**config.mk**
```make
export PLATFORM = sky130hd
export DESIGN_NAME = pb_debounce_flat
export DESIGN_NICKNAME = d
export VERILOG_FILES = /design/src/rtl/pb_debounce_if.sv /design/src/rtl/pb_debounce.sv /design/src/flat_wrapper.sv
export SDC_FILE = /design/constraint.sdc
export NUM_CORES = 1
export LEC_CHECK = 0
export ABC_AREA = 0
export CAP_MARGIN = 5
export CORE_ASPECT_RATIO = 1.5
export CORE_MARGIN = 2
export CORE_UTILIZATION = 56
export CTS_CLUSTER_SIZE = 16
export DETAILED_ROUTE_END_ITERATION = 16
export PLACE_DENSITY = 0.77
export SYNTH_ARGS = -nofsm -noshare
export SYNTH_HDL_FRONTEND = slang
export SYNTH_HIERARCHICAL = 1
export SYNTH_SLANG_ARGS = --single-unit
```
**constraint.sdc**
```tcl
create_clock -name CLOCK -period 3.9 [get_ports CLOCK]
set_input_delay 0.585 -clock CLOCK [delete_from_list [all_inputs] [get_ports CLOCK]]
set_output_delay 0.585 -clock CLOCK [all_outputs]
set_load 0.005 [all_outputs]
```
**src/rtl/pb_debounce_if.sv**
```systemverilog
// Button bundle between the raw pads and the debouncer: raw levels in,
// clean levels, edge pulses and the shared sample tick out.
interface pb_debounce_if #(
  parameter int WIDTH = 24
);
  logic [WIDTH-1:0] PB;
  logic [WIDTH-1:0] PB_CLEAN;
  logic [WIDTH-1:0] PB_RISE;
  logic [WIDTH-1:0] PB_FALL;
  logic             TICK;

  modport master (output PB, input PB_CLEAN, PB_RISE, PB_FALL, TICK);
  modport slave  (input PB, output PB_CLEAN, PB_RISE, PB_FALL, TICK);
endinterface

```
**src/rtl/pb_debounce.sv**
```systemverilog
// Push-button debouncer: 2-flop synchroniser, shared sample-tick prescaler,
// and one stability filter per button producing clean level and edge pulses.
module pb_debounce_lane #(
  parameter int STABLE_TICKS = 8
) (
  input  logic CLOCK,
  input  logic RESET_N,
  input  logic s2_i,
  input  logic tick_i,
  output logic clean_o,
  output logic rise_o,
  output logic fall_o
);
  localparam int CW = $clog2(STABLE_TICKS + 1);
  localparam logic [CW-1:0] CNT_LAST = CW'(STABLE_TICKS - 1);

  logic [CW-1:0] cnt_q, cnt_d;
  logic          clean_q, clean_d;
  logic          rise_q, rise_d;
  logic          fall_q, fall_d;

  // Any cycle where the input agrees with the accepted level restarts the
  // count, so only an uninterrupted run of mismatching ticks is accepted.
  always_comb begin
    cnt_d   = cnt_q;
    clean_d = clean_q;
    rise_d  = 1'b0;
    fall_d  = 1'b0;
    if (s2_i == clean_q) begin
      cnt_d = '0;
    end else if (tick_i) begin
      if (cnt_q == CNT_LAST) begin
        cnt_d   = '0;
        clean_d = s2_i;
        rise_d  = s2_i;
        fall_d  = ~s2_i;
      end else begin
        cnt_d = cnt_q + CW'(1);
      end
    end
  end

  always_ff @(posedge CLOCK or negedge RESET_N) begin
    if (!RESET_N) begin
      cnt_q   <= '0;
      clean_q <= 1'b0;
      rise_q  <= 1'b0;
      fall_q  <= 1'b0;
    end else begin
      cnt_q   <= cnt_d;
      clean_q <= clean_d;
      rise_q  <= rise_d;
      fall_q  <= fall_d;
    end
  end

  assign clean_o = clean_q;
  assign rise_o  = rise_q;
  assign fall_o  = fall_q;
endmodule

module pb_debounce #(
  parameter int WIDTH        = 24,
  parameter int TICK_DIV     = 50000,
  parameter int STABLE_TICKS = 8
) (
  input  logic         CLOCK,
  input  logic         RESET_N,
  pb_debounce_if.slave bus
);
  localparam int PW = (TICK_DIV > 1) ? $clog2(TICK_DIV) : 1;
  localparam logic [PW-1:0] PRE_LAST = PW'(TICK_DIV - 1);

  logic [WIDTH-1:0] s1_q, s2_q;
  logic [PW-1:0]    pre_q, pre_d;
  logic             tick_q, tick_d;
  logic [WIDTH-1:0] clean_w, rise_w, fall_w;

  // Tick is registered against the next prescaler value so it lines up with
  // pre == TICK_DIV-1 yet still reads 0 while held in reset.
  always_comb begin
    pre_d  = (pre_q == PRE_LAST) ? '0 : pre_q + PW'(1);
    tick_d = (pre_d == PRE_LAST);
  end

  always_ff @(posedge CLOCK or negedge RESET_N) begin
    if (!RESET_N) begin
      s1_q   <= '0;
      s2_q   <= '0;
      pre_q  <= '0;
      tick_q <= 1'b0;
    end else begin
      s1_q   <= bus.PB;
      s2_q   <= s1_q;
      pre_q  <= pre_d;
      tick_q <= tick_d;
    end
  end

  for (genvar g = 0; g < WIDTH; g++) begin : g_lane
    pb_debounce_lane #(
      .STABLE_TICKS(STABLE_TICKS)
    ) u_lane (
      .CLOCK  (CLOCK),
      .RESET_N(RESET_N),
      .s2_i   (s2_q[g]),
      .tick_i (tick_q),
      .clean_o(clean_w[g]),
      .rise_o (rise_w[g]),
      .fall_o (fall_w[g])
    );
  end

  assign bus.PB_CLEAN = clean_w;
  assign bus.PB_RISE  = rise_w;
  assign bus.PB_FALL  = fall_w;
  assign bus.TICK     = tick_q;
endmodule

```
**src/flat_wrapper.sv**
```systemverilog
// flat-port wrapper written by rule: the top's interface ports become plain ports
module pb_debounce_flat 
#(
  parameter int WIDTH        = 24,
  parameter int TICK_DIV     = 50000,
  parameter int STABLE_TICKS = 8
)
  (CLOCK, RESET_N, bus_PB, bus_PB_CLEAN, bus_PB_RISE, bus_PB_FALL, bus_TICK);
  pb_debounce_if #(.WIDTH(WIDTH)) bus_i ();
  input  logic CLOCK;
  input  logic RESET_N;
  input wire logic [$bits(bus_i.PB)-1:0] bus_PB;
  output wire logic [$bits(bus_i.PB_CLEAN)-1:0] bus_PB_CLEAN;
  output wire logic [$bits(bus_i.PB_RISE)-1:0] bus_PB_RISE;
  output wire logic [$bits(bus_i.PB_FALL)-1:0] bus_PB_FALL;
  output wire logic [$bits(bus_i.TICK)-1:0] bus_TICK;
  assign bus_i.PB = bus_PB;
  assign bus_PB_CLEAN = bus_i.PB_CLEAN;
  assign bus_PB_RISE = bus_i.PB_RISE;
  assign bus_PB_FALL = bus_i.PB_FALL;
  assign bus_TICK = bus_i.TICK;
  pb_debounce #(.WIDTH(WIDTH), .TICK_DIV(TICK_DIV), .STABLE_TICKS(STABLE_TICKS)) u_core (.CLOCK(CLOCK), .RESET_N(RESET_N), .bus(bus_i));
endmodule
```
### Word level (Yosys, flattened, before mapping)

Index checks and enable logic that the tools add are counted.
Widths: inputs -> output; s select.

| word-level totals | value |
|---|---|
| register bits | 233 |
| bits of input ports | 26 |
| word-level logic and storage cells | 488 |

| operators by class | value |
|---|---|
| $add $sub $neg | 25 |
| eq/ne operators | 50 |
| mux-type cells | 217 |
| bitwise logic cells | 48 |
| reductions and logical operators | 48 |

Operators with widths:

| operator | number |
|---|---|
| $mux 4 | 72 |
| $mux 1 | 144 |
| $add 4x1->4 const B | 24 |
| $eq 4x3->1 const B | 24 |
| $reduce_and 3->1 | 24 |
| $not 1->1 | 48 |
| $reduce_bool 2->1 | 24 |
| $eq 16x16->1 const B | 2 |
| $eq 1x1->1 | 24 |
| $add 16x1->16 const B | 1 |
| $mux 16 | 1 |

### Logic depth before layout (Yosys ltp)

Gate-level depths: netlist of the first run.

| logic depth | value |
|---|---|
| depth after elaboration | 4 |
| mapped depth | 5 |
| gate-level depth less buffers | 5 |

### By module

The synthesis of the first run kept the hierarchy.

By module, submodules not included:

| module | instances | cells an instance | area an instance (um2) |
|---|---|---|---|
| pb_debounce_lane | 24 | 26 | 312.8 |
| pb_debounce | 1 | 138 | 2160.8 |

### Worst setup path after synthesis of the first run

No wires, ideal clock.

| timing | value |
|---|---|
| path type | flip-flop to flip-flop |
| start point | register u_core.tick_q, in the netlist u_core/bus.TICK |
| end point | register u_core.g_lane[0].u_lane.clean_q |
| library setup time | 0.125 ns |
| arrival time | 3.367 ns |
| data required time | 3.775 ns |
| slack | 0.408 ns |
| stages on the path, launching flop included | 3 |
| path through | dfrtp_1 -> nand4b_1 -> mux2_2 |

| on the way | value |
|---|---|
| longest elaborated chain between the ends | 1 |

RTL lines:

| element | line | RTL |
|---|---|---|
| from (decl) | pb_debounce.sv:76 | `logic tick_q, tick_d;` |
| from (signal assigned) | pb_debounce.sv:96 | `tick_q <= tick_d;` |
| $reduce_and 3->1 (no source line) | - |  |
| to (signal assigned) | pb_debounce.sv:51 | `clean_q <= clean_d;` |
| to (decl) | pb_debounce.sv:18 | `logic clean_q, clean_d;` |

No other way between the ends.
A chain may end at the register's enable or synchronous reset.

### Worst setup path after layout of the first run

| timing | value |
|---|---|
| start point | register u_core.tick_q, in the netlist u_core/bus.TICK |
| end point | output port bus_TICK |

RTL lines:

| element | line | RTL |
|---|---|---|
| to (decl) | flat_wrapper.sv:16 | `output wire logic [$bits(bus_i.TICK)-1:0] bus_TICK;` |

No word-level cell between the ends.

==> results of run 1 <==
-- final cells by class --
class	instances	area [µm²]	area share
clock buffer	35	661	0.0569
clock inverter	3	15.0	0.00129
inverter	3	11.3	0.000969
multi-input combinational	524	3810	0.328
sequential	233	5830	0.502
tap	210	263	0.0226
timing repair buffer	103	1020	0.0881
-- metal layers --
metal | vias to the layer above | GRT usage
met2 | 122 | 0.385
met3 | 26 | 0.0338
met4 | 0 | 0.0567
li1 | 2980 | -
met5 | - | 0
met1 | 3175 | 0.240
-- power by group --
part,internal (mW),switching [mW]
registers,2.44,0.0182
clock network,1.16,0.848
logic,0.0363,0.0656
total,3.63,0.932
-- worst reg2reg max path, cell delays in order, from the launching register on --
cell	delay, ps
dfrtp_4	1010
buf_4	650
nand4_1	270
or3_1	380
a21oi_2	120
-- synth_stat cells, types with 4 or more instances --
cell type / n / area share
ha_1: 25 / 0.032
xnor2_1: 29 / 0.026
nand2_1: 54 / 0.021
nand4_1: 26 / 0.017
nand3_1: 5 / 0.0026
nor3b_1: 48 / 0.037
dfrtp_1: 233 / 0.60
nand3b_1: 48 / 0.037
mux2_2: 24 / 0.028
nor4_2: 4 / 0.0052
mux2i_1: 24 / 0.025
a21oi_2: 24 / 0.022
nor2_1: 57 / 0.022
a21oi_1: 26 / 0.013
or3_1: 24 / 0.016
nand4b_1: 25 / 0.023
xor2_1: 31 / 0.028
nand2b_1: 25 / 0.016
-- registers in the layout (all words and copies together) (netlist names) --
| name | cells |
|---|---|
| u_core/g_lane.u_lane/cnt_q | 96 |
| u_core/g_lane.u_lane/clean_o | 24 |
| u_core/g_lane.u_lane/fall_o | 24 |
| u_core/g_lane.u_lane/rise_o | 24 |
| u_core/s1_q | 24 |
| u_core/s2_q | 24 |
| u_core/pre_q | 16 |
| u_core/bus.TICK | 1 |
-- cells by family (layout without fill, tap and decap cells) --
kind of cell | Yosys count | count (layout)
and+or+nand+nor | 331 | 331
DFF | 233 | 233
xor gates and xnor gates | 60 | 60
AOI/OAI and AO/OA | 60 | 60
muxes | 48 | 48
buffers and inverters | 5 | 144
adders and majority gates | 25 | 25
-- how the worst min path moves through the flow --
| stage | end | cells past startpoint |
|---|---|---|
| after CTS | u_core/s1_q[5] | 1 |
| final | u_core/s1_q[5] | 1 |
| after global routing | u_core/s2_q[5] | 1 |
| after global placement | u_core/s2_q[13] | 0 |
| after floorplan | u_core/bus.TICK | 0 |
| after detailed placement | u_core/s2_q[0] | 0 |
==> results.toml, run 1 <==
[clock_network]
root_buffer = "clkbuf_16"
cts_inserted_buffers = 22
cts_tree = "built"
cts_setup_buffers = 0
hold_buffers = 0
htreeDepth = 1
cts_resized = 0
clock_latency_ps = 500
cts_max_path_buffers = 3
clock-sinks = 233
clk_pin_slew_ps = 60

[yosys]
ys_warn_count = 6
synth-compound-area-share = 0.0441
synth-edff-count = 0
syn-num-nets = 813
ys_seq_elements = 233
synth_cell_types = 42
synthCells = 762
synth_top_family_by_area = "simple AND/OR/NAND/NOR gates"
netlist_area_um2 = 9670
yosys.area_share.adder = 0.0324
syn_area_per_cell_um2 = 12.7
yosys.area_share.simple = 0.210
ys_seq_area_frac = 0.603
synth_mux_area_frac = 0.0528
synthXorXnorAreaFrac = 0.0544
async_flop_share = 1.00
synthFlopType = "dfrtp_1"

[die]
initial_utilization = 0.574
core_area_um2 = 16800
pin_count = 99
die_w_um = 111
design.die.area_um2 = 18400
die_h_um = 165
rows = 58

[layout]
fin_util = 0.690
final_cell_mix = "232 x dfrtp_1, 97 x clkdlybuf4s50_1, 57 x nor2_1"
fillers = 1209
final_area_um2 = 11600
area_delta_synth_final_pct = 20.2
layout-drive-gt1-share = 0.105
final_common_cell = "dfrtp_1"
nNetsFinal = 938
instances_no_fill = 1111
antenna_cells = 0

[critical_path]
cp.arrival_ps = 2210
r2r_slack_ps = 1410
crit_path_end = "bus_TICK"
worstPathBufferInverterCount = 1
crit_family = "flip-flops"
critPathCaptureType = "primary output"
path_max_fanout = 86
path_class = "register to primary output"
timing.rr.end = "u_core/g_lane[10].u_lane/cnt_q[3]"
startpoint = "u_core/bus.TICK"
r2r_start = "u_core/bus.TICK"
cp.required_ps = 3310
crit_cells = 1
cpPeakStageDelay_ps = 1010
path_cells = "clkdlybuf4s50_1"
start_kind = "register"
cp_slowest_cell = "dfrtp_4"
r2r_cells = 4

[hold_path]
hold_path_class = "input port to asynchronous set/reset pin"

[sta]
finalSetupTns_ps = 0
whs_ps = 167
clock_skew_ps = 7.25
tightest_slew_ps = 979
setup_viol = 0
hold_violations = 0
rsz0062_at_grt = "false"
slew_violations = 0
post-route-period-util = 0.716
relSlewSlack = 0.348
post-route-min-period_ps = 2790
final.setup.worst_slack_ps = 1110
max_freq_ghz = 0.358

[outcome]
status = "completed"

[drt]
top_signal_layer_used = "met4"
m1WireLength_mm = 7.20
drc_errors = 0
dr_wl_met2_mm = 10.2
viasPerCell = 5.67
wire_per_inst_um = 16.5
final_antenna_net_count = 0
drt-pass1-iter-count = 4
drtIter0Drc = 331
met3WireLength_um = 668
dr_total_vias = 6303
drt-total-wl_mm = 18.4

[placement]
post-dp-hpwl_mm = 12.4
place_ws_ps = 1400
placed_cell_area_um2 = 10900
port_buffers = 98
place_inst = 1073
place_congestion = 0.786

[global_routing]
overflow = 0
grt_pass1_vias = 6714
antenna_found_initial = 0
grt_max_degree = 131
grt_pass1_wl_mm = 31.2
grt_util_all_layers = 0.204

[power_and_ir_drop]
power_mw = 4.57
vdd_drop_max_uv = 443
p_leak_nw = 4.87
powerDensity_nw_per_um2 = 393

[job]
cap_violations = 0
No activity file was read; power rests on OpenSTA's default activity.
==> run 2: changes to the inputs <==
clock period = 2.6 ns   (was 3.9 ns; I/O delays follow)
==> run 2 against run 1 <==
Sequential share of layout area shrank 0.77 points. Total power grew 60%. Worst hold slack gained 160 ps. First-iteration DRC count up 46%. Worst setup slack lost 570 ps. Sequential power increased by 50%. Final cell count rose by 0.36%. Non-clock buffer count increased by 2. Wire length fell by 3.8%. Largest power group unchanged.
==> results.toml, run 2 (synthesis gave the netlist of run 1 again) <==
[die]
pin_count = 99
rows = 58
initial_utilization = 0.574
die_w_um = 111
design.die.area_um2 = 18400
die_h_um = 165
core_area_um2 = 16800

[layout]
nNetsFinal = 940
top_register = "u_core/g_lane.u_lane/cnt_q"
layout-drive-gt1-share = 0.116
multi_input_area_um2 = 3810
area_delta_synth_final_pct = 22.0
final_cell_mix = "232 x dfrtp_1, 97 x clkdlybuf4s50_1, 57 x nor2_1"
instances_no_fill = 1115
seqCellArea_um2 = 5830
antenna_cells = 0
fillers = 1178
final_common_cell = "dfrtp_1"
fin_util = 0.701
largest_reg_flops = 96

[global_routing]
overflow = 0
antenna_found_initial = 0
grt_pass1_wl_mm = 30.3
grt_pass1_vias = 6509
grt_max_degree = 91
grt_util_all_layers = 0.197

[hold_path]
worstHoldStart = "bus_PB[23]"
hold_path_class = "input port to register"

[critical_path]
critPathCaptureType = "primary output"
path_class = "register to primary output"
crit_family = "flip-flops"
path_cells = "clkdlybuf4s50_1"
worstPathBufferInverterCount = 1
cp_slowest_cell = "dfrtp_4"
startpoint = "u_core/bus.TICK"
cp.required_ps = 2210
cp.arrival_ps = 1670
start_kind = "register"
cpPeakStageDelay_ps = 590
path_max_fanout = 23
r2r_start = "u_core/pre_q[0]"

[placement]
place_congestion = 0.884
port_buffers = 98
post-dp-hpwl_mm = 11.9
place_inst = 1074

[clock_network]
htreeDepth = 1
cts_inserted_buffers = 22
root_buffer = "clkbuf_16"
cts_tree = "built"
clock_latency_ps = 500
cts_max_path_buffers = 3
cts_setup_buffers = 0
clk_pin_slew_ps = 70
clock-sinks = 233

[power_and_ir_drop]
vdd_drop_max_uv = 640
p_leak_nw = 4.95
power_mw = 7.29
powerDensity_nw_per_um2 = 618

[drt]
drc_errors = 0
drtIter0Drc = 484
drt-pass1-iter-count = 4
final_antenna_net_count = 0
viasPerCell = 5.64
wire_per_inst_um = 15.8
dr_total_vias = 6286
drt-total-wl_mm = 17.7

[sta]
max_freq_ghz = 0.486
rsz0062_at_grt = "false"
post-route-period-util = 0.792
clock_skew_ps = 9.38
tightest_slew_ps = 594
setup_viol = 0
post-route-min-period_ps = 2060
relSlewSlack = 0.604
whs_ps = 328
hold_violations = 0
finalSetupTns_ps = 0
slew_violations = 0

[outcome]
status = "completed"

[job]
cap_violations = 0
[run 2: metrics by stage]
step,setup WS [ps],cell area [µm²]
after floorplan,262,9670
after global placement,882,11000
after detailed placement,771,11000
after CTS,508,11800
after global routing,480,11800
final,540,11800
[run 2: layout make-up]
class,count,area share
clock buffer,27,0.0526
clock inverter,13,0.0153
inverter,3,0.000954
multi-input combinational,524,0.323
sequential,233,0.495
tap,210,0.0223
timing repair buffer,105,0.0914
[run 2: final timing paths]
check                           slack (ps)                               to  cells after the start
min in group asynchronous              470  u_core/g_lane[6].u_lane/clean_o                      2
max in group asynchronous             1380   u_core/g_lane[8].u_lane/fall_o                      3
worst max register to register         770                  u_core/pre_q[9]                      4
worst max-delay path                   540                         bus_TICK                      1
worst min-delay path                   330                  u_core/s1_q[23]                      1
worst min register to register         350                  u_core/s2_q[22]                      0
[run 2: timing repair]
| action | 4_1_cts | 5_1_grt |
|---|---|---|
| hold endpoints to repair | 75 | 0 |
| hold buffers | 1 | 0 |
| gates resized for setup | 0 | 0 |
[run 2: power by group]
part	leakage, nW	switching (mW)	internal, mW
logic	1.43	0.100	0.0595
registers	3.13	0.0287	3.66
clock network	0.387	1.34	2.11
[run 2: per-layer routing]
layer | track usage | vias up | part of all wire
li1 | - | 2983 | -
met1 | 0.239 | 3128 | 0.41
met2 | 0.363 | 140 | 0.53
met3 | 0.0290 | 35 | 0.043
met4 | 0.0629 | 0 | 0.021
met5 | 0 | - | 0
==> run 3: changes to the inputs <==
clock period = 2 ns   (was 2.6 ns; I/O delays follow)
==> run 3 against run 2 <==
Worst hold slack lost 100 ps. Worst setup slack worse by 470 ps. Via count increased by 0.97%. Clock skew about the same. Sequential share of layout area fell by 0.20 points. Register-to-register slack got worse by 570 ps. Flip-flop and latch count is the same. Cell area up 0.41%. First-iteration DRC count down 6.8%. Critical path type unchanged. Critical endpoint unchanged.
==> results.toml, run 3 (synthesis gave the netlist of run 1 again) <==
[outcome]
status = "completed"

[power_and_ir_drop]
switching_share = 0.202
power.share.clock = 0.465
pwr-share-comb = 0.023
switchingPower_mw = 1.89
vdd_drop_max_uv = 673
internal-power_mw = 7.48
powerDensity_nw_per_um2 = 791
seq_power_share = 0.512
p_leak_nw = 4.98

[sta]
post-route-period-util = 0.965
setup_viol = 0
max_freq_ghz = 0.518
tightest_slew_ps = 490
clock_skew_ps = 9.53
whs_ps = 227
relSlewSlack = 0.671
hold_violations = 0
post-route-min-period_ps = 1930
rsz0062_at_grt = "false"
slew_violations = 0
finalSetupTns_ps = 0

[die]
core_area_um2 = 16800
initial_utilization = 0.574
rows = 58
die_h_um = 165
pin_count = 99
design.die.area_um2 = 18400
die_w_um = 111

[drt]
drt-pass1-iter-count = 5
drtIter0Drc = 451
viasPerCell = 5.66
wire_per_inst_um = 16.0
drt-total-wl_mm = 17.9
dr_total_vias = 6347
drc_errors = 0
final_antenna_net_count = 0

[global_routing]
grt_pass1_vias = 6722
grt_util_all_layers = 0.201
grt_pass1_wl_mm = 31.1
antenna_found_initial = 0
overflow = 0
grt_max_degree = 57

[critical_path]
path_max_fanout = 15
worstPathBufferInverterCount = 1
path_class = "register to primary output"
crit_family = "flip-flops"
cp.arrival_ps = 1630
cp.required_ps = 1700
r2r_cells = 4
critPathCaptureType = "primary output"
cpPeakStageDelay_ps = 560
path_cells = "clkdlybuf4s50_1"
start_kind = "register"
cp_slowest_cell = "dfrtp_4"
crit_cells = 1

[layout]
area_delta_synth_final_pct = 22.5
layout-drive-gt1-share = 0.117
largest_reg_flops = 96
antenna_cells = 0
fin_util = 0.704
final_common_cell = "dfrtp_1"
nNetsFinal = 946
final_area_um2 = 11800
fillers = 1214
final_cell_mix = "232 x dfrtp_1, 97 x clkdlybuf4s50_1, 57 x nor2_1"
top_register = "u_core/g_lane.u_lane/cnt_q"

[clock_network]
cts_inserted_buffers = 23
cts_tree = "built"
cts_setup_buffers = 0
clock-sinks = 233
cts_max_path_buffers = 3
htreeDepth = 1
clock_latency_ps = 510
clk_pin_slew_ps = 60
root_buffer = "clkbuf_16"

[placement]
placed_cell_area_um2 = 11100
place_congestion = 0.837
post-dp-hpwl_mm = 12.4
port_buffers = 98

[hold_path]
hold_depth = 1
hold_path_class = "input port to register"

[job]
cap_violations = 0
[run 3: worst paths after layout]
path / start / to / slack (ps)
worst min register to register: u_core/s1_q[15] / u_core/s2_q[15] / 340
worst max register to register: u_core/pre_q[0] / u_core/pre_q[9] / 200
min in group asynchronous: RESET_N / u_core/g_lane[9].u_lane/cnt_q[0] / 290
max in group asynchronous: RESET_N / u_core/s1_q[14] / 1070
worst min-delay path: bus_PB[16] / u_core/s1_q[16] / 230
worst max-delay path: u_core/bus.TICK / bus_TICK / 70
[run 3: metal layers]
layer | up-vias | track usage | share of wire
li1 | 2994 | - | -
met1 | 3204 | 0.235 | 0.40
met2 | 121 | 0.381 | 0.54
met3 | 28 | 0.0330 | 0.039
met4 | 0 | 0.0572 | 0.018
met5 | - | 0 | 0
[run 3: metrics by stage]
stage	std cells	worst slack [ps]	total power, mW
floorplan	762	147	4.92
global placement	1079	275	5.09
detailed placement	1079	224	5.11
CTS	1121	39.1	9.50
global route	1121	14.7	9.70
finish	1121	70.9	9.37
[run 3: power groups by stage]
| stage | Clock [mW] | Sequential, mW | Combinational (mW) |
|---|---|---|---|
| 2_1_floorplan | 0 | 4.88 | 0.0462 |
| 3_3_place_gp | 0 | 4.88 | 0.213 |
| 3_5_place_dp | 0 | 4.88 | 0.222 |
| 4_1_cts | 4.48 | 4.80 | 0.225 |
| 5_1_grt | 4.65 | 4.80 | 0.244 |
| 6_report | 4.36 | 4.80 | 0.214 |
[run 3: timing repair]
item,CTS,global route
endpoints found under the hold margin,45,0
resized for setup,0,0
hold buffers,1,0
[run 3: layout make-up]
type                    instances  area (µm²)  area share
clock buffers                  35         691      0.0583
clock inverters                 6        83.8     0.00708
inverters                       3        11.3    0.000951
multi-input cells             524        3810       0.322
flip-flops and latches        233        5830       0.492
well taps                     210         263      0.0222
repair buffers                110        1150      0.0974
